<file path="config.mk">
export PLATFORM = sky130hd
export DESIGN_NAME = traffic_light_param_flat
export DESIGN_NICKNAME = d
export VERILOG_FILES = /design/src/rtl/traffic_light_pkg.sv /design/src/rtl/traffic_light_param_if.sv /design/src/rtl/traffic_light_param_phase_timer.sv /design/src/rtl/traffic_light_param.sv /design/src/flat_wrapper.sv
export SDC_FILE = /design/constraint.sdc
export NUM_CORES = 1
export LEC_CHECK = 0
export CORE_UTILIZATION = 50
export DETAILED_ROUTE_END_ITERATION = 8
export GPL_TIMING_DRIVEN = 0
export PLACE_DENSITY = 0.78
export SLEW_MARGIN = 20
export SYNTH_ARGS = -nofsm -noshare
export SYNTH_HDL_FRONTEND = slang
export SYNTH_SLANG_ARGS = --single-unit
</file>
<file path="constraint.sdc">
create_clock -name clk -period 6.5 [get_ports clk]
set_input_delay 1.3 -clock clk [delete_from_list [all_inputs] [get_ports clk]]
set_output_delay 1.3 -clock clk [all_outputs]
set_load 0.05 [all_outputs]
</file>
<file path="src/rtl/traffic_light_pkg.sv">
// Shared types for the single-approach traffic-light controller: state encoding
// and the state-to-lamp decode used by the top level.
package traffic_light_pkg;

  typedef enum logic [2:0] {
    GREEN   = 3'd0,
    BLK_OFF = 3'd1,
    BLK_ON  = 3'd2,
    YELLOW  = 3'd3,
    RED     = 3'd4,
    FL_ON   = 3'd5,
    FL_OFF  = 3'd6
  } tl_state_e;

  // Lamp bit positions inside the packed {R,G,Y} vector.
  localparam int unsigned LAMP_R = 2;
  localparam int unsigned LAMP_G = 1;
  localparam int unsigned LAMP_Y = 0;

  // Returns {R,G,Y}; at most one bit is ever set.
  function automatic logic [2:0] lamp_decode(input tl_state_e s);
    logic [2:0] l;
    l = 3'b000;
    case (s)
      GREEN:   l[LAMP_G] = 1'b1;
      BLK_ON:  l[LAMP_G] = 1'b1;
      YELLOW:  l[LAMP_Y] = 1'b1;
      RED:     l[LAMP_R] = 1'b1;
      FL_ON:   l[LAMP_Y] = 1'b1;
      default: l = 3'b000;
    endcase
    return l;
  endfunction

  function automatic logic is_flash_state(input tl_state_e s);
    return (s == FL_ON) || (s == FL_OFF);
  endfunction

endpackage

</file>
<file path="src/rtl/traffic_light_param_if.sv">
// Signal bundle between the intersection top level (master) and one approach
// controller (slave).
import traffic_light_pkg::*;

// No valid/ready handshake: pass, hold and flash are level requests sampled on
// every rising clk edge; the lamp, phase and remain outputs are valid every cycle.
interface traffic_light_param_if #(
  parameter int CNT_W = 11
) ();
  logic             pass;
  logic             hold;
  logic             flash;
  logic             R;
  logic             G;
  logic             Y;
  logic [2:0]       phase;
  logic [CNT_W-1:0] remain;

  modport master (
    output pass, hold, flash,
    input  R, G, Y, phase, remain
  );

  modport slave (
    input  pass, hold, flash,
    output R, G, Y, phase, remain
  );
endinterface

</file>
<file path="src/rtl/traffic_light_param_phase_timer.sv">
// Phase down-counter: loads a new duration on phase entry, freezes on hold,
// otherwise counts down and reports done at zero.
import traffic_light_pkg::*;

module phase_timer #(
  parameter int               CNT_W   = 11,
  parameter logic [CNT_W-1:0] RST_VAL = '0
) (
  input  logic             clk,
  input  logic             rst,
  input  logic             i_load,
  input  logic [CNT_W-1:0] i_load_val,
  input  logic             i_hold,
  output logic [CNT_W-1:0] o_count,
  output logic             o_done
);

  logic [CNT_W-1:0] r_cnt;

  // The owner always loads when done is seen, so stopping at zero only matters
  // if the owner chooses not to advance.
  always_ff @(posedge clk) begin
    if (rst) begin
      r_cnt <= RST_VAL;
    end else if (i_load) begin
      r_cnt <= i_load_val;
    end else if (!i_hold && (r_cnt != '0)) begin
      r_cnt <= r_cnt - CNT_W'(1);
    end
  end

  assign o_count = r_cnt;
  assign o_done  = (r_cnt == '0);

endmodule

</file>
<file path="src/rtl/traffic_light_param.sv">
// Single-approach traffic-light controller: green, N blink pairs, yellow, red,
// with pass override, hold freeze and night flashing-yellow mode.
import traffic_light_pkg::*;

module traffic_light_param #(
  parameter int CNT_W    = 11,
  parameter int T_GREEN  = 1024,
  parameter int T_BLINK  = 128,
  parameter int N_BLINK  = 2,
  parameter int T_YELLOW = 512,
  parameter int T_RED    = 1024,
  parameter int T_FLASH  = 256
) (
  input  logic                  clk,
  input  logic                  rst,
  traffic_light_param_if.slave  bus
);

  localparam longint CNT_LIM = (64'd1 << CNT_W);
  localparam int     IDX_W   = (N_BLINK > 0) ? $clog2(N_BLINK + 1) : 1;

  generate
    if (T_GREEN < 1 || T_BLINK < 1 || T_YELLOW < 1 || T_RED < 1 || T_FLASH < 1) begin : g_bad_t
      $error("traffic_light_param: every T_* must be >= 1");
    end
    if (longint'(T_GREEN - 1) >= CNT_LIM || longint'(T_BLINK - 1) >= CNT_LIM ||
        longint'(T_YELLOW - 1) >= CNT_LIM || longint'(T_RED - 1) >= CNT_LIM ||
        longint'(T_FLASH - 1) >= CNT_LIM) begin : g_bad_w
      $error("traffic_light_param: CNT_W too narrow for the longest phase");
    end
    if (N_BLINK < 0) begin : g_bad_n
      $error("traffic_light_param: N_BLINK must be >= 0");
    end
  endgenerate

  localparam logic [CNT_W-1:0] LD_GREEN  = CNT_W'(T_GREEN - 1);
  localparam logic [CNT_W-1:0] LD_BLINK  = CNT_W'(T_BLINK - 1);
  localparam logic [CNT_W-1:0] LD_YELLOW = CNT_W'(T_YELLOW - 1);
  localparam logic [CNT_W-1:0] LD_RED    = CNT_W'(T_RED - 1);
  localparam logic [CNT_W-1:0] LD_FLASH  = CNT_W'(T_FLASH - 1);
  localparam logic [IDX_W-1:0] IDX_LAST  = IDX_W'((N_BLINK > 0) ? N_BLINK - 1 : 0);
  localparam logic             HAS_BLINK = (N_BLINK > 0);

  tl_state_e        r_state;
  logic [IDX_W-1:0] r_idx;

  tl_state_e        w_state_nxt;
  logic [IDX_W-1:0] w_idx_nxt;
  logic             w_load;
  logic [CNT_W-1:0] w_load_val;
  logic             w_hold;
  logic [CNT_W-1:0] w_count;
  logic             w_done;
  logic             w_in_flash;
  logic [2:0]       w_lamps;

  phase_timer #(
    .CNT_W   (CNT_W),
    .RST_VAL (LD_GREEN)
  ) u_timer (
    .clk        (clk),
    .rst        (rst),
    .i_load     (w_load),
    .i_load_val (w_load_val),
    .i_hold     (w_hold),
    .o_count    (w_count),
    .o_done     (w_done)
  );

  // Next-state and timer control; order of the if-chain is the request priority
  // (reset is handled in the registers themselves).
  always_comb begin
    w_state_nxt = r_state;
    w_idx_nxt   = r_idx;
    w_load      = 1'b0;
    w_load_val  = '0;
    w_hold      = 1'b0;
    w_in_flash  = is_flash_state(r_state);

    if (bus.flash) begin
      if (!w_in_flash) begin
        w_state_nxt = FL_ON;
        w_load      = 1'b1;
        w_load_val  = LD_FLASH;
        w_idx_nxt   = '0;
      end else if (w_done) begin
        w_state_nxt = (r_state == FL_ON) ? FL_OFF : FL_ON;
        w_load      = 1'b1;
        w_load_val  = LD_FLASH;
      end
    end else if (w_in_flash) begin
      // Leaving night mode always restarts from red.
      w_state_nxt = RED;
      w_load      = 1'b1;
      w_load_val  = LD_RED;
      w_idx_nxt   = '0;
    end else if (bus.pass) begin
      if (r_state != GREEN) begin
        w_state_nxt = GREEN;
        w_load      = 1'b1;
        w_load_val  = LD_GREEN;
        w_idx_nxt   = '0;
      end else if (w_done) begin
        // Pass while already green does not extend it.
        w_state_nxt = HAS_BLINK ? BLK_OFF : YELLOW;
        w_load      = 1'b1;
        w_load_val  = HAS_BLINK ? LD_BLINK : LD_YELLOW;
      end
    end else if (bus.hold) begin
      w_hold = 1'b1;
    end else if (w_done) begin
      w_load = 1'b1;
      case (r_state)
        GREEN: begin
          w_state_nxt = HAS_BLINK ? BLK_OFF : YELLOW;
          w_load_val  = HAS_BLINK ? LD_BLINK : LD_YELLOW;
        end
        BLK_OFF: begin
          w_state_nxt = BLK_ON;
          w_load_val  = LD_BLINK;
        end
        BLK_ON: begin
          if (r_idx < IDX_LAST) begin
            w_state_nxt = BLK_OFF;
            w_load_val  = LD_BLINK;
            w_idx_nxt   = r_idx + IDX_W'(1);
          end else begin
            w_state_nxt = YELLOW;
            w_load_val  = LD_YELLOW;
            w_idx_nxt   = '0;
          end
        end
        YELLOW: begin
          w_state_nxt = RED;
          w_load_val  = LD_RED;
        end
        RED: begin
          w_state_nxt = GREEN;
          w_load_val  = LD_GREEN;
        end
        default: begin
          w_state_nxt = GREEN;
          w_load_val  = LD_GREEN;
          w_idx_nxt   = '0;
        end
      endcase
    end
  end

  always_ff @(posedge clk) begin
    if (rst) begin
      r_state <= GREEN;
      r_idx   <= '0;
    end else begin
      r_state <= w_state_nxt;
      r_idx   <= w_idx_nxt;
    end
  end

  // Lamps decode straight from the state register so they change with phase.
  assign w_lamps    = lamp_decode(r_state);
  assign bus.R      = w_lamps[LAMP_R];
  assign bus.G      = w_lamps[LAMP_G];
  assign bus.Y      = w_lamps[LAMP_Y];
  assign bus.phase  = r_state;
  assign bus.remain = w_count;

endmodule

</file>
<file path="src/flat_wrapper.sv">
// flat-port wrapper written by rule: the top's interface ports become plain ports
module traffic_light_param_flat 
#(
  parameter int CNT_W    = 11,
  parameter int T_GREEN  = 1024,
  parameter int T_BLINK  = 128,
  parameter int N_BLINK  = 2,
  parameter int T_YELLOW = 512,
  parameter int T_RED    = 1024,
  parameter int T_FLASH  = 256
)
  (clk, rst, bus_pass, bus_hold, bus_flash, bus_R, bus_G, bus_Y, bus_phase, bus_remain);
  traffic_light_param_if #(.CNT_W(CNT_W)) bus_i ();
  input  logic clk;
  input  logic rst;
  input wire logic [$bits(bus_i.pass)-1:0] bus_pass;
  input wire logic [$bits(bus_i.hold)-1:0] bus_hold;
  input wire logic [$bits(bus_i.flash)-1:0] bus_flash;
  output wire logic [$bits(bus_i.R)-1:0] bus_R;
  output wire logic [$bits(bus_i.G)-1:0] bus_G;
  output wire logic [$bits(bus_i.Y)-1:0] bus_Y;
  output wire logic [$bits(bus_i.phase)-1:0] bus_phase;
  output wire logic [$bits(bus_i.remain)-1:0] bus_remain;
  assign bus_i.pass = bus_pass;
  assign bus_i.hold = bus_hold;
  assign bus_i.flash = bus_flash;
  assign bus_R = bus_i.R;
  assign bus_G = bus_i.G;
  assign bus_Y = bus_i.Y;
  assign bus_phase = bus_i.phase;
  assign bus_remain = bus_i.remain;
  traffic_light_param #(.CNT_W(CNT_W), .T_GREEN(T_GREEN), .T_BLINK(T_BLINK), .N_BLINK(N_BLINK), .T_YELLOW(T_YELLOW), .T_RED(T_RED), .T_FLASH(T_FLASH)) u_core (.clk(clk), .rst(rst), .bus(bus_i));
endmodule
</file>
# ---- Word-level counts from Yosys, hierarchy flattened
# Cells that the tools add are included.
# Widths: inputs -> output; s select.
dict set report totals {
  register_bits 16
  latchBits 0
  mem_bits_rw 0
  rom_bits 0
  input_bits 5
  out_inout_bits 17
  word_cells 81
  n_memories 0
}
dict set report classes {
  addsub 2
  mul 0
  div_mod_pow 0
  magnitude_cmp 1
  n_eq_ne 11
  n_shift 0
  n_mux 48
  n_bitwise 0
  n_reduce_logical 16
}
# op n
set ops {}
lappend ops {{$mux 11} 9}
lappend ops {{$mux 3} 9}
lappend ops {{$pmux 11 s2} 1}
lappend ops {{$mux 2} 10}
lappend ops {{$mux 1} 14}
lappend ops {{$pmux 3 s4} 1}
lappend ops {{$logic_not 11->1} 1}
lappend ops {{$reduce_bool 11->1} 1}
lappend ops {{$sub 11x1->11 const B} 1}
lappend ops {{$eq 3x3->1 const B} 3}
lappend ops {{$mux 9} 1}
lappend ops {{$mux 8} 1}
lappend ops {{$ne 4x1->1 const B} 2}
lappend ops {{$reduce_bool 4->1} 2}
lappend ops {{$mux 7} 1}
lappend ops {{$eq 3x2->1 const B} 2}
lappend ops {{$reduce_or 2->1} 3}
lappend ops {{$reduce_and 5->1} 1}
lappend ops {{$ne 4x2->1 const B} 1}
lappend ops {{$pmux 2 s2} 1}
lappend ops {{$reduce_and 4->1} 1}
lappend ops {{$reduce_or 4->1} 1}
lappend ops {{$eq 3x1->1 const B} 1}
lappend ops {{$logic_not 3->1} 1}
lappend ops {{other kinds (9)} 9}

# ---- Logic depth before layout (Yosys ltp)
# Gate-level depths: netlist (run 1).
dict set report depth {
  ltp_word 9
  mapped_depth 9
}

# ---- Cells and area by module
# From an unflattened synthesis (run 1), not the netlist that was laid out.
dict set report hier_totals {
  hier_cells 176
  area_unflattened_um2 1373.8
}
# mod n_inst cells_each area_per_inst_um2 seq_area_each_um2
set modules_own_cells {}
lappend modules_own_cells {phase_timer 1 92 743.2 220.2}
lappend modules_own_cells {traffic_light_param 1 84 630.6 100.1}

# ---- Worst setup path after synthesis (run 1)
# No wires, ideal clock.
dict set report synth_path {
  path_type {register to output}
  startpoint {reg u_core.r_state[0] (netlist: u_core.bus.phase[0])}
  endpoint {out bus_Y}
  arrival_time_ns 2.321
  required_ns 5.200
  path_slack_ns 2.879
  path_stages_with_launch 4
  n_path_buf 2
  path_cell_list {dfxtp_1 clkbuf_1 clkbuf_1 a21boi_0}
}
dict set report synth_via {
  elab_chain_cells 3
  word_cells_on_any_way 4
  classes_between {eq/ne: 2; mux: 1; reduce/logical: 1}
}
# element line_no
set synth_lines {}
lappend synth_lines {{from (decl)} traffic_light_param.sv:44} ;# tl_state_e r_state;
lappend synth_lines {{from (signal assigned)} traffic_light_param.sv:155} ;# r_state <= w_state_nxt;
lappend synth_lines {{$eq 3x2->1 or $eq 3x3->1 (tied branches)} traffic_light_pkg.sv:24} ;# case (s)
lappend synth_lines {{$reduce_or 2->1 (no source line) (*)} n/a}
lappend synth_lines {{$mux 1 (*)} traffic_light_pkg.sv:24}
lappend synth_lines {{to (decl)} flat_wrapper.sv:21} ;# output wire logic [$bits(bus_i.Y)-1:0] bus_Y;
# Mark *: on every way between the ends. The rest lies on a longest branch, timed or not.

# ---- Worst setup path after layout (run 1)
# Ends and elaborated chain as after synthesis.

==> results of run 1 <==
[state kept, by name, summed over array words and instances (netlist names)]
signal,cells
u_core.u_timer.o_count,11
u_core.bus.phase,3
u_core.r_idx,2
[metal layers]
layer	wire (um)	vias to the layer above
li1	-	561
met1	1220	483
met2	1140	45
met3	194	7
met4	41	0
met5	0	-
[worst max-delay path, cell delays in order (launching register included)]
cell,delay [ps]
sky130_fd_sc_hd__dfxtp_1,350
sky130_fd_sc_hd__clkbuf_1,270
sky130_fd_sc_hd__clkbuf_1,340
sky130_fd_sc_hd__a21boi_0,240
sky130_fd_sc_hd__clkdlybuf4s50_1,840
[per-stage QoR]
step | hold WS, ps | power [mW] | cells | setup slack (ps)
CTS | 468 | 0.274 | 199 | 2890
floorplan | 441 | 0.179 | 148 | 2880
global route | 506 | 0.288 | 199 | 2710
global placement | 452 | 0.203 | 195 | 2960
detailed placement | 451 | 0.204 | 195 | 2930
finish | 464 | 0.273 | 199 | 2860
[kinds of logic after synthesis]
family                     count (synthesis)
and+or+nand+nor                           68
DFF                                       16
buffers and inverters                     16
xor gates and xnor gates                  10
adders and majority gates                  3
muxes                                      2
AOI/OAI and AO/OA                         33
[power groups by stage]
stage                     Sequential [mW]  Combinational, mW  Clock (mW)
final                               0.107             0.0970      0.0695
after global routing                0.107              0.105      0.0762
after CTS                           0.107             0.0963      0.0716
after detailed placement            0.109             0.0957           0
after global placement              0.109             0.0945           0
after floorplan                     0.125             0.0543           0
[layout by cell type, fill, tap and decap left out, types with 4 or more instances in the layout]
cell type                         count
sky130_fd_sc_hd__a21oi_1              7
sky130_fd_sc_hd__buf_4                6
sky130_fd_sc_hd__clkdlybuf4s50_1     20
sky130_fd_sc_hd__dfxtp_1             16
sky130_fd_sc_hd__inv_1                6
sky130_fd_sc_hd__nand2_1             15
sky130_fd_sc_hd__nand2b_1             4
sky130_fd_sc_hd__nor2_1              20
sky130_fd_sc_hd__nor3_1               9
sky130_fd_sc_hd__o21a_1               5
sky130_fd_sc_hd__o21ai_0              6
sky130_fd_sc_hd__xnor2_1              6
sky130_fd_sc_hd__xor2_1               4
[worst max path at each step]
| stage | from | end | slack (ps) | depth (start not counted) |
|---|---|---|---|---|
| finish | u_core.bus.phase[0] | bus_Y | 2860 | 4 |
| global route | u_core.bus.phase[0] | bus_Y | 2710 | 4 |
| CTS | u_core.bus.phase[0] | bus_Y | 2890 | 4 |
| detailed placement | bus_pass | u_core.u_timer.o_count[9] | 2930 | 9 |
| global placement | bus_pass | u_core.u_timer.o_count[9] | 2960 | 9 |
| floorplan | u_core.bus.phase[0] | bus_Y | 2880 | 3 |
[final cells by class]
class	count	share of cell area, %
buffer	10	4.48
clock buffer	4	2.60
inverter	6	1.61
multi-input combinational	116	51.6
sequential	16	23.0
tap	27	2.42
timing repair buffer	20	14.3
==> impl_results.html, run 1 <==
<table>
<tr><th>Metric</th><th>Value</th></tr>
<tr><th colspan="2">Run status</th></tr>
<tr><td>Run status</td><td>completed</td></tr>
<tr><th colspan="2">Power and ir drop</th></tr>
<tr><td>Peak ir drop on the vdd network</td><td>0.130 mV</td></tr>
<tr><td>Power share of the sequential group</td><td>39.0%</td></tr>
<tr><td>Switch Pwr</td><td>0.101 mW</td></tr>
<tr><td>Proportion of power drawn by combinational gates</td><td>35.5%</td></tr>
<tr><td>Pint</td><td>0.173 mW</td></tr>
<tr><td>Share of power burned in the clock network</td><td>25.5%</td></tr>
<tr><td>Power per standard cell area</td><td>196 nW/um2</td></tr>
<tr><td>Reported leakage power</td><td>0.514 nW</td></tr>
<tr><td>Share of total power consumed by net switching</td><td>36.8%</td></tr>
<tr><th colspan="2">Yosys</th></tr>
<tr><td>Dominant register cell in the synthesized netlist</td><td>sky130_fd_sc_hd__dfxtp_1</td></tr>
<tr><td>Count of different cell masters after synthesis</td><td>42</td></tr>
<tr><td>Synth Area in Simple Gates</td><td>30.9%</td></tr>
<tr><td>Number of synthesized flops with an enable pin</td><td>0</td></tr>
<tr><td>Multiplexer area fraction after synthesis</td><td>1.78%</td></tr>
<tr><td>Fraction of synthesized cell area in xor and xnor cells</td><td>7.79%</td></tr>
<tr><td>Flops &amp; latches, synth</td><td>16</td></tr>
<tr><td>Compound-gate portion of the synthesized area</td><td>20.1%</td></tr>
<tr><td>Mean cell area of the mapped netlist</td><td>7.60 um2</td></tr>
<tr><td>Top post-synthesis cells by count</td><td>20 x sky130_fd_sc_hd__nor2_1, 16 x sky130_fd_sc_hd__dfxtp_1, 15 x sky130_fd_sc_hd__nand2_1, 9 x sky130_fd_sc_hd__nor3_1, 7 x sky130_fd_sc_hd__a21oi_1</td></tr>
<tr><td>Cell type contributing the most total cell area after synthesis</td><td>sky130_fd_sc_hd__dfxtp_1</td></tr>
<tr><td>Main area contributors after synthesis</td><td>sky130_fd_sc_hd__dfxtp_1 28%, sky130_fd_sc_hd__nor2_1 6.7%, sky130_fd_sc_hd__nand2_1 5.0%</td></tr>
<tr><td>Share of synthesized registers carrying an async set or reset</td><td>0%</td></tr>
<tr><td>Proportion of netlist area held by the largest area contributor</td><td>28.5%</td></tr>
<tr><td>Synth Area in Adders</td><td>3.34%</td></tr>
<tr><td>Sequential area share after synthesis</td><td>28.5%</td></tr>
<tr><td>Area of the mapped netlist</td><td>1120 um2</td></tr>
<tr><td>Synthesized netlist cell count</td><td>148</td></tr>
<tr><td>Ys Warns</td><td>0</td></tr>
<tr><td>Largest family of logic cells by synthesized area</td><td>simple AND/OR/NAND/NOR gates</td></tr>
<tr><td>Synth Net Count</td><td>156</td></tr>
<tr><td>Most common cell in the netlist</td><td>sky130_fd_sc_hd__nor2_1</td></tr>
<tr><th colspan="2">Critical path</th></tr>
<tr><td>Reg2reg path depth</td><td>9</td></tr>
<tr><td>Arrival time reported for the critical path endpoint</td><td>2340 ps</td></tr>
<tr><td>Flop-to-flop setup slack</td><td>3760 ps</td></tr>
<tr><td>Required arrival time at the worst endpoint</td><td>5200 ps</td></tr>
<tr><td>Category of the worst setup path launch point</td><td>flip-flop</td></tr>
<tr><td>Endpoint of the lowest-slack register-to-register path</td><td>u_core.u_timer.o_count[9]</td></tr>
<tr><td>Reg-to-reg critical path startpoint</td><td>u_core.u_timer.o_count[0]</td></tr>
<tr><td>Type of element capturing the critical path</td><td>output port</td></tr>
<tr><td>Maximum net fanout on the critical path</td><td>10</td></tr>
<tr><td>Type of the worst setup path</td><td>flip-flop to output port</td></tr>
<tr><th colspan="2">Placed design</th></tr>
<tr><td>Port Buf Inserts</td><td>20</td></tr>
<tr><td>Post-detailed-placement half-perimeter wirelength</td><td>1.87 mm</td></tr>
<tr><td>Final Wtd Congestion</td><td>0.857</td></tr>
<tr><td>Standard cell area after detailed placement</td><td>1360 um2</td></tr>
<tr><th colspan="2">STA</th></tr>
<tr><td>Worst slew margin</td><td>37.9%</td></tr>
<tr><td>Achievable frequency</td><td>275 MHz</td></tr>
<tr><td>Period utilisation layout</td><td>55.9%</td></tr>
<tr><td>Setup repair after global routing missed its margin</td><td>false</td></tr>
<tr><td>Max-slew violation total from the final report</td><td>0</td></tr>
<tr><td>Setup TNS</td><td>0 ps</td></tr>
<tr><td>Final Hold Fails</td><td>0</td></tr>
<tr><td>Final min period</td><td>3640 ps</td></tr>
<tr><td>Final setup skew</td><td>13.7 ps</td></tr>
<tr><td>Measured slew at the worst slew-check pin</td><td>930 ps</td></tr>
<tr><td>Final number of setup-violating endpoints</td><td>0</td></tr>
<tr><th colspan="2">Detailed routing</th></tr>
<tr><td>Total length of routed wires</td><td>2.59 mm</td></tr>
<tr><td>Count of nets left with antenna violations after detail routing</td><td>0</td></tr>
<tr><td>Detailed-router iteration count before antenna repair</td><td>4</td></tr>
<tr><td>Drt first-iter violations</td><td>22</td></tr>
<tr><td>Via count normalized by instance count</td><td>5.51</td></tr>
<tr><td>Residual DRC</td><td>0</td></tr>
<tr><td>Via total after detailed routing</td><td>1096</td></tr>
<tr><td>Wire per inst</td><td>13.0 um</td></tr>
<tr><th colspan="2">Final layout</th></tr>
<tr><td>Syn-to-layout area delta</td><td>24.0%</td></tr>
<tr><td>Area occupied by multi-input gates</td><td>719 um2</td></tr>
<tr><td>Flip-flop and latch area</td><td>320 um2</td></tr>
<tr><td>Final antenna diode count</td><td>0</td></tr>
<tr><td>Final net count</td><td>181</td></tr>
<tr><td>Count of filler cells inserted in the layout</td><td>188</td></tr>
<tr><td>Post-layout utilization of the core</td><td>68.3%</td></tr>
<tr><td>Post-route cell area</td><td>1400 um2</td></tr>
<tr><td>Share of post-route cells with drive strength above 1</td><td>9.88%</td></tr>
<tr><th colspan="2">Worst hold path</th></tr>
<tr><td>HP Class</td><td>flip-flop to flip-flop</td></tr>
<tr><td>Endpoint, Worst Hold</td><td>u_core.r_idx[1]</td></tr>
<tr><td>Hold Path Stages</td><td>2</td></tr>
<tr><td>Critical hold path startpoint</td><td>u_core.r_idx[1]</td></tr>
<tr><th colspan="2">Global routing</th></tr>
<tr><td>Met3 demand-to-capacity share in global routing</td><td>3.12%</td></tr>
<tr><td>Aggregate global routing overflow</td><td>0</td></tr>
<tr><td>Vias in the first global route</td><td>978</td></tr>
<tr><td>Total routing usage reported by global routing</td><td>22.7%</td></tr>
<tr><td>Pin count of the biggest net entering global routing</td><td>11</td></tr>
<tr><td>Met2 Usage GRT</td><td>34.9%</td></tr>
<tr><td>Global-route wire length before repair</td><td>4.31 mm</td></tr>
<tr><td>Number of antenna violations at the first check in global routing</td><td>0</td></tr>
<tr><td>Met1 Usage GRT</td><td>32.0%</td></tr>
<tr><td>GRT busiest layer</td><td>met2</td></tr>
<tr><th colspan="2">Clock tree</th></tr>
<tr><td>Source-to-sink clock delay at the later pin of the worst-skew pair</td><td>300 ps</td></tr>
<tr><td>H-tree lvl count</td><td>1</td></tr>
<tr><td>Number of instances resized during post-cts repair</td><td>0</td></tr>
<tr><td>Clock tree from TritonCTS</td><td>yes</td></tr>
<tr><td>CTS root buf</td><td>sky130_fd_sc_hd__clkbuf_4</td></tr>
<tr><td>Number of hold buffers added after cts</td><td>0</td></tr>
<tr><td>Post-CTS setup-driven buffer insertion count</td><td>0</td></tr>
<tr><td>Worst-case clock buffer depth</td><td>2</td></tr>
<tr><td>Count of clock tree sinks</td><td>16</td></tr>
<tr><td>Cts bufs inserted</td><td>3</td></tr>
<tr><td>CTS clock-pin slew for the worst setup and hold paths</td><td>110 ps</td></tr>
<tr><th colspan="2">Floorplanning</th></tr>
<tr><td>Number of primary I/O pins</td><td>22</td></tr>
<tr><td>Area of the core</td><td>2040 um2</td></tr>
<tr><td>Rows</td><td>16</td></tr>
<tr><td>Die outline height</td><td>49.4 um</td></tr>
<tr><td>X dimension of the die</td><td>49.4 um</td></tr>
<tr><td>Total Die Area</td><td>2440 um2</td></tr>
<tr><td>Initial core utilization</td><td>55.1%</td></tr>
<tr><th colspan="2">Run</th></tr>
<tr><td>Number of max-capacitance violations reported</td><td>0</td></tr>
</table>
No activity file was read; power rests on OpenSTA's default activity.
==> run 2, diff against run 1 <==
--- a/config.mk
+++ b/config.mk
@@ -5,10 +5,10 @@
 export SDC_FILE = /design/constraint.sdc
 export NUM_CORES = 1
 export LEC_CHECK = 0
-export CORE_UTILIZATION = 50
+export CORE_UTILIZATION = 46
 export DETAILED_ROUTE_END_ITERATION = 8
 export GPL_TIMING_DRIVEN = 0
-export PLACE_DENSITY = 0.78
+export PLACE_DENSITY = 0.75
 export SLEW_MARGIN = 20
 export SYNTH_ARGS = -nofsm -noshare
 export SYNTH_HDL_FRONTEND = slang
==> constraint.sdc (replaced) <==
create_clock -name clk -period 3.25 [get_ports clk]
set_input_delay 0.65 -clock clk [delete_from_list [all_inputs] [get_ports clk]]
set_output_delay 0.65 -clock clk [all_outputs]
set_load 0.05 [all_outputs]
==> impl_results.html, run 2 (same netlist as run 1, synthesis figures left out) <==
<table>
<tr><th>Metric</th><th>Value</th></tr>
<tr><th colspan="2">Floorplanning</th></tr>
<tr><td>Rows</td><td>17 (was 16)</td></tr>
<tr><td>Initial core utilization</td><td>49.9% (was 55.1%)</td></tr>
<tr><td>Total Die Area</td><td>2650 um2 (was 2440 um2)</td></tr>
<tr><td>X dimension of the die</td><td>51.5 um (was 49.4 um)</td></tr>
<tr><td>Number of primary I/O pins</td><td>22 (unchanged)</td></tr>
<tr><td>Die outline height</td><td>51.5 um (was 49.4 um)</td></tr>
<tr><td>Area of the core</td><td>2250 um2 (was 2040 um2)</td></tr>
<tr><th colspan="2">Global routing</th></tr>
<tr><td>Pin count of the biggest net entering global routing</td><td>11 (unchanged)</td></tr>
<tr><td>Vias in the first global route</td><td>986 (was 978)</td></tr>
<tr><td>Aggregate global routing overflow</td><td>0 (unchanged)</td></tr>
<tr><td>Number of antenna violations at the first check in global routing</td><td>0 (unchanged)</td></tr>
<tr><td>Total routing usage reported by global routing</td><td>21.9% (was 22.7%)</td></tr>
<tr><td>Global-route wire length before repair</td><td>4.32 mm (was 4.31 mm)</td></tr>
<tr><th colspan="2">Critical path</th></tr>
<tr><td>Maximum net fanout on the critical path</td><td>10 (unchanged)</td></tr>
<tr><td>Endpoint of the lowest-slack register-to-register path</td><td>u_core.u_timer.o_count[9] (unchanged)</td></tr>
<tr><td>Reg2reg path depth</td><td>9 (unchanged)</td></tr>
<tr><td>Category of the worst setup path launch point</td><td>flip-flop (unchanged)</td></tr>
<tr><td>Type of element capturing the critical path</td><td>output port (unchanged)</td></tr>
<tr><td>Reg-to-reg critical path startpoint</td><td>u_core.u_timer.o_count[0] (unchanged)</td></tr>
<tr><td>Flop-to-flop setup slack</td><td>510 ps (was 3760 ps)</td></tr>
<tr><td>Required arrival time at the worst endpoint</td><td>2600 ps (was 5200 ps)</td></tr>
<tr><td>Type of the worst setup path</td><td>flip-flop to output port (unchanged)</td></tr>
<tr><td>Arrival time reported for the critical path endpoint</td><td>2290 ps (was 2340 ps)</td></tr>
<tr><th colspan="2">Detailed routing</th></tr>
<tr><td>Total length of routed wires</td><td>2.56 mm (was 2.59 mm)</td></tr>
<tr><td>Wire per inst</td><td>12.8 um (was 13.0 um)</td></tr>
<tr><td>Via count normalized by instance count</td><td>5.49 (was 5.51)</td></tr>
<tr><td>Detailed-router iteration count before antenna repair</td><td>4 (unchanged)</td></tr>
<tr><td>Count of nets left with antenna violations after detail routing</td><td>0 (unchanged)</td></tr>
<tr><td>Drt first-iter violations</td><td>36 (was 22)</td></tr>
<tr><td>Via total after detailed routing</td><td>1098 (was 1096)</td></tr>
<tr><td>Residual DRC</td><td>0 (unchanged)</td></tr>
<tr><th colspan="2">Worst hold path</th></tr>
<tr><td>Critical hold path startpoint</td><td>u_core.r_idx[1] (unchanged)</td></tr>
<tr><td>Hold Path Stages</td><td>2 (unchanged)</td></tr>
<tr><td>HP Class</td><td>flip-flop to flip-flop (unchanged)</td></tr>
<tr><td>Endpoint, Worst Hold</td><td>u_core.r_idx[1] (unchanged)</td></tr>
<tr><th colspan="2">Clock tree</th></tr>
<tr><td>Count of clock tree sinks</td><td>16 (unchanged)</td></tr>
<tr><td>CTS root buf</td><td>sky130_fd_sc_hd__clkbuf_4 (unchanged)</td></tr>
<tr><td>Source-to-sink clock delay at the later pin of the worst-skew pair</td><td>290 ps (was 300 ps)</td></tr>
<tr><td>H-tree lvl count</td><td>1 (unchanged)</td></tr>
<tr><td>Number of hold buffers added after cts</td><td>0 (unchanged)</td></tr>
<tr><td>CTS clock-pin slew for the worst setup and hold paths</td><td>80 ps (was 110 ps)</td></tr>
<tr><td>Clock tree from TritonCTS</td><td>yes (unchanged)</td></tr>
<tr><td>Number of instances resized during post-cts repair</td><td>0 (unchanged)</td></tr>
<tr><td>Worst-case clock buffer depth</td><td>2 (unchanged)</td></tr>
<tr><td>Cts bufs inserted</td><td>3 (unchanged)</td></tr>
<tr><td>Post-CTS setup-driven buffer insertion count</td><td>0 (unchanged)</td></tr>
<tr><th colspan="2">Final layout</th></tr>
<tr><td>Share of post-route cells with drive strength above 1</td><td>9.88% (unchanged)</td></tr>
<tr><td>Number of flip-flops under the largest register name</td><td>11 (unchanged)</td></tr>
<tr><td>Highest-count cells in the layout ignoring fill and taps</td><td>20 x sky130_fd_sc_hd__nor2_1, 20 x sky130_fd_sc_hd__clkdlybuf4s50_1, 16 x sky130_fd_sc_hd__dfxtp_1 (unchanged)</td></tr>
<tr><td>Final antenna diode count</td><td>0 (unchanged)</td></tr>
<tr><td>Post-route cell area</td><td>1400 um2 (about the same)</td></tr>
<tr><td>Count of filler cells inserted in the layout</td><td>223 (was 188)</td></tr>
<tr><td>Area occupied by multi-input gates</td><td>719 um2 (unchanged)</td></tr>
<tr><td>Final net count</td><td>181 (unchanged)</td></tr>
<tr><td>Post-layout utilization of the core</td><td>61.9% (was 68.3%)</td></tr>
<tr><td>Syn-to-layout area delta</td><td>24.1% (was 24.0%)</td></tr>
<tr><td>Flip-flop and latch area</td><td>320 um2 (unchanged)</td></tr>
<tr><td>Non-filler instance count after layout</td><td>200 (was 199)</td></tr>
<tr><th colspan="2">Power and ir drop</th></tr>
<tr><td>Total Power Consumption</td><td>0.536 mW (was 0.273 mW)</td></tr>
<tr><td>Proportion of power drawn by combinational gates</td><td>36.1% (was 35.5%)</td></tr>
<tr><td>Share of power burned in the clock network</td><td>24.0% (was 25.5%)</td></tr>
<tr><td>Switch Pwr</td><td>0.191 mW (was 0.101 mW)</td></tr>
<tr><td>Power share of the sequential group</td><td>39.9% (was 39.0%)</td></tr>
<tr><td>Peak ir drop on the vdd network</td><td>0.321 mV (was 0.130 mV)</td></tr>
<tr><td>Power per standard cell area</td><td>384 nW/um2 (was 196 nW/um2)</td></tr>
<tr><td>Share of total power consumed by net switching</td><td>35.6% (was 36.8%)</td></tr>
<tr><td>Reported leakage power</td><td>0.514 nW (unchanged)</td></tr>
<tr><td>Pint</td><td>0.345 mW (was 0.173 mW)</td></tr>
<tr><th colspan="2">Placed design</th></tr>
<tr><td>Port Buf Inserts</td><td>20 (unchanged)</td></tr>
<tr><td>Post-Place Cells</td><td>196 (was 195)</td></tr>
<tr><td>Final Wtd Congestion</td><td>0.804 (was 0.857)</td></tr>
<tr><td>Post-Place Setup Slack</td><td>301 ps (was 2930 ps)</td></tr>
<tr><td>Post-detailed-placement half-perimeter wirelength</td><td>1.98 mm (was 1.87 mm)</td></tr>
<tr><td>Standard cell area after detailed placement</td><td>1360 um2 (about the same)</td></tr>
<tr><th colspan="2">STA</th></tr>
<tr><td>Final min period</td><td>2940 ps</td></tr>
<tr><td>Measured slew at the worst slew-check pin</td><td>926 ps (was 930 ps)</td></tr>
<tr><td>Setup repair after global routing missed its margin</td><td>false (unchanged)</td></tr>
<tr><td>Worst slew margin</td><td>38.1% (was 37.9%)</td></tr>
<tr><td>Max-slew violation total from the final report</td><td>0 (unchanged)</td></tr>
<tr><td>Setup TNS</td><td>0 ps (unchanged)</td></tr>
<tr><td>Final number of setup-violating endpoints</td><td>0 (unchanged)</td></tr>
<tr><td>Period utilisation layout</td><td>90.5%</td></tr>
<tr><td>Worst hold slack across all endpoints</td><td>474 ps (was 464 ps)</td></tr>
<tr><td>Final Hold Fails</td><td>0 (unchanged)</td></tr>
<tr><td>Achievable frequency</td><td>340 MHz</td></tr>
<tr><td>Final setup skew</td><td>8.87 ps (was 13.7 ps)</td></tr>
<tr><td>Fin worst setup slack</td><td>308 ps (was 2860 ps)</td></tr>
<tr><th colspan="2">Run</th></tr>
<tr><td>Number of max-capacitance violations reported</td><td>0 (unchanged)</td></tr>
<tr><th colspan="2">Run status</th></tr>
<tr><td>Run status</td><td>completed (unchanged)</td></tr>
</table>
run 2: cell counts in the layout (fill, tap and decap cells not counted):
No cell type changed its count.
run 2: final cells by class:
class,instances,area share (%)
Sequential cell,16,22.9
Timing Repair Buffer,20,14.3
Tap cell,28,2.51
Inverter,6,1.61
Multi-Input combinational cell,116,51.5
Buffer,10,4.48
Clock buffer,4,2.60
run 2: worst max-delay path, stage by stage (launching register included):
cell and delay [ps]:
sky130_fd_sc_hd__dfxtp_1 340, sky130_fd_sc_hd__clkbuf_1 270, sky130_fd_sc_hd__clkbuf_1 350, sky130_fd_sc_hd__a21boi_0 220
sky130_fd_sc_hd__clkdlybuf4s50_1 820
run 2: power groups by stage:
| stage | Combinational [mW] | Sequential, mW | Clock, mW |
|---|---|---|---|
| after floorplan | 0.109 | 0.250 | 0 |
| after global placement | 0.189 | 0.218 | 0 |
| after detailed placement | 0.192 | 0.218 | 0 |
| after CTS | 0.193 | 0.214 | 0.134 |
| after global routing | 0.209 | 0.215 | 0.140 |
| final | 0.193 | 0.214 | 0.129 |
run 2: layer usage:
| layer | GRT usage [%] | vias up | wire, um |
|---|---|---|---|
| met5 | 0 | - | 0 |
| met4 | 5.41 | 0 | 23 |
| met3 | 5.95 | 4 | 208 |
| met2 | 35.3 | 48 | 1140 |
| met1 | 28.6 | 480 | 1190 |
| li1 | - | 566 | - |
run 2: worst max-delay path by stage:
stage	start	cells past startpoint	end	slack, ps
2_1_floorplan	u_core.bus.phase[0]	3	bus_Y	280
3_3_place_gp	bus_pass	9	u_core.u_timer.o_count[9]	340
3_5_place_dp	bus_pass	9	u_core.u_timer.o_count[9]	300
4_1_cts	u_core.bus.phase[0]	4	bus_Y	290
5_1_grt	u_core.bus.phase[0]	4	bus_Y	170
6_report	u_core.bus.phase[0]	4	bus_Y	310
